File: config.mk
export PLATFORM = sky130hd
export DESIGN_NAME = freq_gate_ctrl
export DESIGN_NICKNAME = d
export VERILOG_FILES = /design/src/rtl/freq_gate_ctrl.sv
export SDC_FILE = /design/constraint.sdc
export NUM_CORES = 1
export LEC_CHECK = 0
export CAP_MARGIN = 25
export CORE_MARGIN = 2
export CORE_UTILIZATION = 62
export DETAILED_ROUTE_END_ITERATION = 12
export GPL_ROUTABILITY_DRIVEN = 0
export PLACE_DENSITY = 0.95
export SYNTH_ARGS = -nofsm -noshare
export SYNTH_HDL_FRONTEND = slang
export SYNTH_SLANG_ARGS = --single-unit
File: constraint.sdc
create_clock -name clk_72MHz -period 4.3 [get_ports clk_72MHz]
set_input_delay 0.86 -clock clk_72MHz [delete_from_list [all_inputs] [get_ports clk_72MHz]]
set_output_delay 0.86 -clock clk_72MHz [all_outputs]
set_load 0.01 [all_outputs]
File: src/rtl/freq_gate_ctrl.sv
// Reciprocal-count gate sequencer: counts Nx input periods and Ns clk cycles.
// Optional no-edge watchdog enabled by defining FREQ_TIMEOUT_EN.
module freq_gate_ctrl #(
  parameter int CNT_W          = 40,
  parameter int GATE_CYCLES    = 72_000_000,
  parameter int SYNC_STAGES    = 2,
  parameter int TIMEOUT_CYCLES = 144_000_000
) (
  input  logic             clk_72MHz,
  input  logic             rst_n,
  input  logic             enable,
  input  logic             freq_in,
  output logic [CNT_W-1:0] nx_out,
  output logic [CNT_W-1:0] ns_out,
  output logic             res_valid,
  input  logic             res_ack,
  output logic             overrun,
  output logic             gate_open,
  output logic             timeout
);

  localparam int PW = $clog2(GATE_CYCLES + 1);

  typedef enum logic [2:0] {
    IDLE, ARM, GATE, CLOSE, LATCH
  } state_t;

  state_t state, state_n;

  logic [SYNC_STAGES-1:0] sync;
  logic                   sync_qd;
  logic                   edge_det;
  logic [CNT_W-1:0]       nx, ns;
  logic [PW-1:0]          preset;
  logic                   preset_hit;
  logic                   wd_fire;

  function automatic logic [CNT_W-1:0] sat_inc(
    input logic [CNT_W-1:0] v
  );
    return (&v) ? v : v + CNT_W'(1);
  endfunction

  always_ff @(posedge clk_72MHz or negedge rst_n) begin
    if (!rst_n) begin
      sync    <= '0;
      sync_qd <= 1'b0;
    end else begin
      sync    <= {sync[SYNC_STAGES-2:0], freq_in};
      sync_qd <= sync[SYNC_STAGES-1];
    end
  end

  assign edge_det   = sync[SYNC_STAGES-1] & ~sync_qd;
  assign preset_hit = (preset + PW'(1)) == PW'(GATE_CYCLES);
  assign gate_open  = (state == GATE) || (state == CLOSE);

`ifdef FREQ_TIMEOUT_EN
  localparam int WW = $clog2(TIMEOUT_CYCLES + 1);

  logic [WW-1:0] wd;
  logic          to_pend;

  assign wd_fire = ((state == ARM) || (state == CLOSE)) && !edge_det &&
                   ((wd + WW'(1)) == WW'(TIMEOUT_CYCLES));

  always_ff @(posedge clk_72MHz or negedge rst_n) begin
    if (!rst_n) begin
      wd      <= '0;
      to_pend <= 1'b0;
    end else begin
      to_pend <= wd_fire;
      if (edge_det || (state_n == ARM && state != ARM))
        wd <= '0;
      else if (state == ARM || state == CLOSE)
        wd <= wd + WW'(1);
    end
  end
`else
  assign wd_fire = 1'b0;
  assign timeout = 1'b0;
`endif

  always_ff @(posedge clk_72MHz or negedge rst_n) begin
    if (!rst_n) state <= IDLE;
    else        state <= state_n;
  end

  always_comb begin
    state_n = state;
    unique case (state)
      IDLE: if (enable) state_n = ARM;
      ARM: begin
        if (!enable)       state_n = IDLE;
        else if (edge_det) state_n = GATE;
        else if (wd_fire)  state_n = LATCH;
      end
      GATE: begin
        if (!enable)         state_n = IDLE;
        else if (preset_hit) state_n = edge_det ? LATCH : CLOSE;
      end
      CLOSE: begin
        if (!enable)       state_n = IDLE;
        else if (edge_det) state_n = LATCH;
        else if (wd_fire)  state_n = LATCH;
      end
      LATCH: state_n = enable ? ARM : IDLE;
      default: state_n = IDLE;
    endcase
  end

  always_ff @(posedge clk_72MHz or negedge rst_n) begin
    if (!rst_n) begin
      nx     <= '0;
      ns     <= '0;
      preset <= '0;
    end else begin
      unique case (state)
        ARM: begin
          if (edge_det) begin
            nx     <= '0;
            ns     <= '0;
            preset <= '0;
          end
        end
        GATE: begin
          ns     <= sat_inc(ns);
          preset <= preset + PW'(1);
          if (edge_det) nx <= sat_inc(nx);
        end
        CLOSE: begin
          ns <= sat_inc(ns);
          if (edge_det) nx <= sat_inc(nx);
        end
        default: ;
      endcase
    end
  end

  // LATCH overwrites pending data; a same-cycle ack clears overrun
  always_ff @(posedge clk_72MHz or negedge rst_n) begin
    if (!rst_n) begin
      nx_out    <= '0;
      ns_out    <= '0;
      res_valid <= 1'b0;
      overrun   <= 1'b0;
`ifdef FREQ_TIMEOUT_EN
      timeout   <= 1'b0;
`endif
    end else if (state == LATCH) begin
`ifdef FREQ_TIMEOUT_EN
      if (to_pend) begin
        nx_out  <= '0;
        ns_out  <= '0;
        timeout <= 1'b1;
      end else begin
        nx_out  <= nx;
        ns_out  <= ns;
        timeout <= 1'b0;
      end
`else
      nx_out <= nx;
      ns_out <= ns;
`endif
      res_valid <= 1'b1;
      if (res_ack)        overrun <= 1'b0;
      else if (res_valid) overrun <= 1'b1;
    end else if (res_ack && res_valid) begin
      res_valid <= 1'b0;
      overrun   <= 1'b0;
    end
  end

endmodule

==> results of run 1 <==
state kept, by name, summed over array words and instances, names as in the netlist:
register,cells
ns,40
ns_out,40
nx,40
nx_out,40
preset,27
state,3
sync,2
overrun,1
res_valid,1
sync_qd,1
layout by cell type (no fill, tap or decap), types with 7 or more instances in the layout:
master	instances
xor2_1	32
xnor2_1	30
mux2_2	80
inv_1	13
nand3_1	41
clkdlybuf4s50_1	86
and2_1	13
clkinv_2	7
or3_1	12
nor3_1	24
clkbuf_16	17
and4_1	9
a31oi_1	9
a21oi_1	20
nand4_1	31
and3_1	15
nor2_1	94
dfrtp_1	195
nor4_1	10
o21ai_0	60
nand2_1	66
area by class of cell:
class / count / share of cell area (%)
inverter: 13 / 0.448
clock buffer: 21 / 4.13
sequential: 195 / 44.8
tap: 184 / 2.11
multi-input combinational: 637 / 38.9
timing repair buffer: 95 / 8.87
clock inverter: 10 / 0.758
metal layers:
layer / part of all wire [%] / track usage (%) / vias to the layer above
met1: 41 / 38.4 / 3675
met2: 49 / 45.4 / 382
met5: 0 / 0 / -
met4: 2.8 / 11.7 / 0
li1: - / - / 3318
met3: 7.1 / 6.28 / 64
power breakdown:
part | internal, W | switching, W
Combinational | 0.0000173 | 0.0000812
Sequential | 0.00184 | 0.00000744
Clock | 0.000807 | 0.000666
path summary, 6_finish.rpt:
| path | from | endpoint | slack [ns] | cells after the start |
|---|---|---|---|---|
| max reg2reg | state[2] | ns[23] | 1.02 | 8 |
| max in group asynchronous | rst_n | ns[29] | 2.94 | 2 |
| min reg2reg | sync[0] | sync[1] | 0.36 | 0 |
| min | sync[0] | sync[1] | 0.36 | 0 |
| max | state[2] | gate_open | 0.95 | 3 |
| min in group asynchronous | rst_n | nx_out[17] | 0.50 | 1 |
cells by family (layout without fill, tap and decap cells):
kind of cell / Yosys count / after routing
AO/OA/AOI/OAI: 123 / 123
XOR/XNOR: 62 / 62
adder cells (fa/ha/maj): 3 / 3
buffers and inverters: 58 / 139
flip-flops: 195 / 195
multiplexers: 82 / 82
other: 1 / 1
AND/OR/NAND/NOR: 366 / 366
through the flow:
stage | cells | utilization (%) | total power (W) | setup slack (ns)
after detailed placement | 1123 | 70.6 | 0.00198 | 1.12
after floorplan | 890 | - | 0.00192 | 1.70
after global routing | 1155 | 74.4 | 0.00352 | 0.808
final | 1155 | 74.4 | 0.00342 | 0.946
after global placement | 1122 | 70.5 | 0.00197 | 1.26
after CTS | 1154 | 74.2 | 0.00343 | 0.985
Yosys cell counts (all sizes together) (4+ instances only):
| master | count | area, µm² |
|---|---|---|
| dfrtp | 195 | 4880 |
| mux2 | 80 | 901 |
| nand3 | 41 | 205 |
| nand4b | 5 | 43.8 |
| xor2 | 32 | 280 |
| inv | 13 | 48.8 |
| nand2 | 66 | 248 |
| xnor2 | 30 | 263 |
| nand2b | 6 | 37.5 |
| and4 | 15 | 145 |
| a22o | 4 | 35.0 |
| or3 | 13 | 82.6 |
| and2 | 16 | 101 |
| clkbuf | 30 | 115 |
| nor3 | 27 | 150 |
| o21ai | 62 | 314 |
| a21oi | 20 | 100 |
| and3 | 18 | 116 |
| nand4 | 35 | 262 |
| nor2 | 97 | 372 |
| a31oi | 9 | 56.3 |
| buf | 15 | 110 |
| or4 | 6 | 48.8 |
| o31ai | 8 | 78.8 |
| nor4 | 13 | 100 |
worst reg2reg max path: stages, from the launching register on:
cell      delay (ns)
dfrtp_1         0.46
nand2b_1        0.42
inv_1           0.48
nand4_1         0.20
or4_4           0.58
o21ai_2         0.57
nor3_1          0.18
xnor2_1         0.19
nor2_1          0.06
==> flow_metrics.py, run 1 <==
metrics = {
    "synthesis": {
        "synth_warnings": 0,
        "ys_seq_area_share_pct": 52.0,
        "yosys_register_bits": 195,
        "synth_cell_types": 66,
        "synth-edff-count": 0,
        "async_flop_share_pct": 100,
        "synth.area.mux_share_pct": 9.81,
        "synth_top_family_by_area": "simple AND/OR/NAND/NOR gates",
        "synth_nets": 898,
        "synthSimpleGateAreaFrac_pct": 21.1,
        "syn_avg_cell_area_um2": 10.5,
        "syn-cell-area_um2": 9390,
        "synthAdderAreaFrac_pct": 0.400,
        "syn_inst": 890,
        "synthXorXnorAreaFrac_pct": 5.79,
        "synth_compound_area_share_pct": 7.99,
        "synth_ff_type": "dfrtp_1",
    },
    "floorplanning": {
        "num_io_pins": 89,
        "die_area_um2": 16100,
        "num_rows": 44,
        "die_w_um": 127,
        "fp.dieH_um": 127,
        "core_area_um2": 14600,
        "start_util_pct": 64.1,
    },
    "final_layout": {
        "nNetsFinal": 967,
        "syn_to_final_growth_pct": 16.1,
        "postLayoutCellArea_um2": 10900,
        "num-fill-cells": 904,
        "multi_input_area_um2": 4240,
        "drive_above_1_share_pct": 15.1,
        "n_antenna_cell": 0,
        "regArea_um2": 4880,
    },
    "clock_network": {
        "path_clk_slew_ns": 0.07,
        "cts.sinks": 195,
        "cts_tree": "yes",
        "hold_buffers": 0,
        "htreeDepth": 4,
        "root_buffer": "clkbuf_16",
        "cts_buffers": 17,
        "post_cts_buffers": 0,
        "clock_latency_ns": 0.43,
        "cts_buffer_depth": 2,
        "cts_resized": 0,
    },
    "global_routing": {
        "grtUsageTotal_pct": 28.5,
        "grt_overflow": 0,
        "grt_pass1_vias": 7263,
        "antenna_found_initial": 0,
        "grt_max_degree": 92,
        "grt_pass1_wl_mm": 36.8,
    },
    "power": {
        "power_density_nw_per_um2": 314,
        "p_leak_nw": 4.82,
        "vdd_drop_max_mv": 0.326,
    },
    "critical_path": {
        "crit_slowest_cell": "clkdlybuf4s50_1",
        "crit_family": "buffers and inverters",
        "max_stage_delay_ns": 0.71,
        "crit_buf_inv": 2,
        "end_kind": "primary output",
        "worstPathCellList": "nand2b_1, inv_1, clkdlybuf4s50_1",
        "worstPathMaxFanout": 13,
        "crit_arrival_ns": 2.49,
        "critical_path_class": "register to primary output",
        "worstSetupStartpointType": "register",
        "crit_required_ns": 3.44,
    },
    "timing": {
        "relSlewSlack_pct": 45.0,
        "setup_tns_ns": 0,
        "drv_slew": 0,
        "min_period_over_period_pct": 78.0,
        "min_period_ns": 3.35,
        "worst_pin_slew_ns": 0.819,
        "grt_setup_unrepaired": "no",
        "finalClockSkew_ns": 0.00633,
        "fmax_mhz": 298,
        "hold_viol": 0,
        "hold_slack_ns": 0.359,
        "setup_viol": 0,
    },
    "placement": {
        "numPortBuffers": 87,
        "postPlaceCellArea_um2": 10300,
        "dp_hpwl_mm": 14.2,
    },
    "drt": {
        "via_per_inst": 6.44,
        "drt-pass1-iter-count": 5,
        "drc": 0,
        "wl_mm": 22.0,
        "drt_iter0_drc": 873,
        "vias": 7439,
        "ant_nets": 0,
        "wire_per_inst_um": 19.0,
    },
    "run_status": {
        "status": "complete, no violations",
    },
    "hold_path": {
        "hp-class": "register to register",
    },
    "job": {
        "cap_violations": 0,
    },
}
Power figures use the tool's default switching activity.
==> run 2, diff against run 1 <==
--- a/config.mk
+++ b/config.mk
@@ -7,10 +7,10 @@
 export LEC_CHECK = 0
 export CAP_MARGIN = 25
 export CORE_MARGIN = 2
-export CORE_UTILIZATION = 62
+export CORE_UTILIZATION = 52
 export DETAILED_ROUTE_END_ITERATION = 12
 export GPL_ROUTABILITY_DRIVEN = 0
-export PLACE_DENSITY = 0.95
+export PLACE_DENSITY = 0.87
 export SYNTH_ARGS = -nofsm -noshare
 export SYNTH_HDL_FRONTEND = slang
 export SYNTH_SLANG_ARGS = --single-unit
==> constraint.sdc (replaced) <==
create_clock -name clk_72MHz -period 2.9 [get_ports clk_72MHz]
set_input_delay 0.58 -clock clk_72MHz [delete_from_list [all_inputs] [get_ports clk_72MHz]]
set_output_delay 0.58 -clock clk_72MHz [all_outputs]
set_load 0.01 [all_outputs]
==> run 2 against run 1 <==
Global-route usage is 5.2 points lower. Utilization is 12 points lower. Worst setup slack worse by 0.77 ns. Routed wire length is 2.9% lower. Power is 57% higher. Combinational power is 62% higher. Final area is 2.6% higher. Flip-flop and latch count stayed put. Critical path depth is 5 higher. Clock power is 67% higher. Clock skew is 0.0033 ns higher. Clock-buffer cell count stayed put. Largest cell class unchanged.
==> flow_metrics.py, run 2 (synthesis gave the netlist of run 1 again) <==
metrics = {
    "critical_path": {
        "r2r_slack_ns": 0.17,
        "crit_start": "ns[0]",
        "end_kind": "register",
        "worstPathMaxFanout": 15,
        "crit_required_ns": 3.21,
        "reg2reg_to": "ns[20]",
        "worstReg2RegStart": "ns[0]",
        "worstPathCellList": "ha_1, and3_1, nand4_1, or4_4, o21a_1, and4b_1, xnor2_1, nor2_1",
        "crit_slowest_cell": "or4_4",
        "critical_path_class": "register to register",
        "crit_arrival_ns": 3.03,
        "max_stage_delay_ns": 0.56,
        "worstSetupStartpointType": "register",
        "reg2reg_depth": 8,
    },
    "placement": {
        "numPortBuffers": 87,
        "dp_slack_ns": 0.197,
        "dp_hpwl_mm": 14.3,
    },
    "global_routing": {
        "grt_overflow": 0,
        "grtUsageTotal_pct": 23.3,
        "grt_pass1_vias": 7125,
        "grt_max_degree": 70,
        "antenna_found_initial": 0,
        "grt_pass1_wl_mm": 36.6,
    },
    "final_layout": {
        "syn_to_final_growth_pct": 19.1,
        "drive_above_1_share_pct": 16.8,
        "nNetsFinal": 982,
        "n_antenna_cell": 0,
        "final_cell_mix": "195 x dfrtp_1, 94 x nor2_1, 86 x clkdlybuf4s50_1",
        "final_common_cell": "dfrtp_1",
    },
    "floorplanning": {
        "fp.dieH_um": 138,
        "die_w_um": 138,
        "core_area_um2": 17800,
        "start_util_pct": 52.6,
        "die_area_um2": 19100,
        "num_rows": 49,
        "num_io_pins": 89,
    },
    "clock_network": {
        "post_cts_buffers": 0,
        "htreeDepth": 4,
        "cts_resized": 0,
        "hold_buffers": 0,
        "cts_tree": "yes",
        "cts.sinks": 195,
        "path_clk_slew_ns": 0.07,
        "cts_buffers": 17,
        "root_buffer": "clkbuf_16",
        "clock_latency_ns": 0.44,
        "cts_buffer_depth": 2,
    },
    "drt": {
        "wire_per_inst_um": 17.6,
        "drt_iter0_drc": 682,
        "ant_nets": 0,
        "drc": 0,
        "via_per_inst": 5.96,
        "wl_mm": 21.4,
        "drt-pass1-iter-count": 5,
        "vias": 7252,
    },
    "power": {
        "vdd_drop_max_mv": 0.440,
        "p_leak_nw": 4.94,
        "power_density_nw_per_um2": 479,
    },
    "run_status": {
        "status": "complete, no violations",
    },
    "timing": {
        "min_period_over_period_pct": 94.0,
        "grt_setup_unrepaired": "no",
        "fmax_mhz": 367,
        "min_period_ns": 2.73,
        "finalClockSkew_ns": 0.00958,
        "layout_setup_ws_ns": 0.174,
        "hold_viol": 0,
        "drv_slew": 0,
        "setup_tns_ns": 0,
        "relSlewSlack_pct": 50.7,
        "setup_viol": 0,
        "worst_pin_slew_ns": 0.738,
    },
    "job": {
        "cap_violations": 0,
    },
    "hold_path": {
        "hp-class": "primary input to asynchronous set/reset pin",
    },
}
run 2: cell count changes in the layout (fill, tap and decap cells not counted), sizes merged:
cell | previous run | this run
buf | 8 | 23
bufinv | 1 | 3
inv | 15 | 14
clkinv | 7 | 2
clkinvlp | 0 | 5
run 2: worst max-delay path by stage:
stage | to | cells after the start
final | ns[20] | 8
after floorplan | state[1] | 9
after detailed placement | state[1] | 8
after CTS | state[1] | 8
after global placement | state[1] | 8
after global routing | state[1] | 7
run 2: layout make-up:
class,instances,area (µm²)
flip-flops and latches,195,4880
multi-input cells,637,4260
well taps,229,287
fillers,1384,6660
inverters,13,48.8
repair buffers,110,1080
clock buffers,21,470
clock inverters,11,150
run 2: per-stage QoR:
step	power [W]	instance area, µm²	utilization, %	hold slack (ns)	cells
after floorplan	0.00285	9390	-	0.284	890
after global placement	0.00294	10500	59.1	0.340	1184
after CTS	0.00538	11200	62.6	0.175	1216
after global routing	0.00552	11200	62.7	0.192	1216
after detailed placement	0.00295	10500	59.1	0.338	1184
final	0.00535	11200	62.7	0.160	1216
run 2: report_power, final:
group | total, W | leakage (nW) | internal (W) | switching, W
clock | 0.00246 | 0.288 | 0.00143 | 0.00103
combinational | 0.000160 | 1.94 | 0.0000352 | 0.000125
sequential | 0.00274 | 2.71 | 0.00273 | 0.0000103
total | 0.00535 | 4.94 | 0.00419 | 0.00116
run 2: metal layers:
metal,GRT usage (%),vias up,share of wire [%]
li1,-,3351,-
met3,4.71,41,5.9
met4,7.63,0,1.7
met5,0,-,0
met1,32.5,3589,44
met2,37.0,271,48
run 2: worst max-delay path, delay by kind of cell, from the launching register on:
kind / cells / cell delay (ns)
flops: 1 / 0.40
simple gates: 5 / 1.45
compound gates: 1 / 0.38
fa+ha+maj: 1 / 0.21
xor+xnor: 1 / 0.14
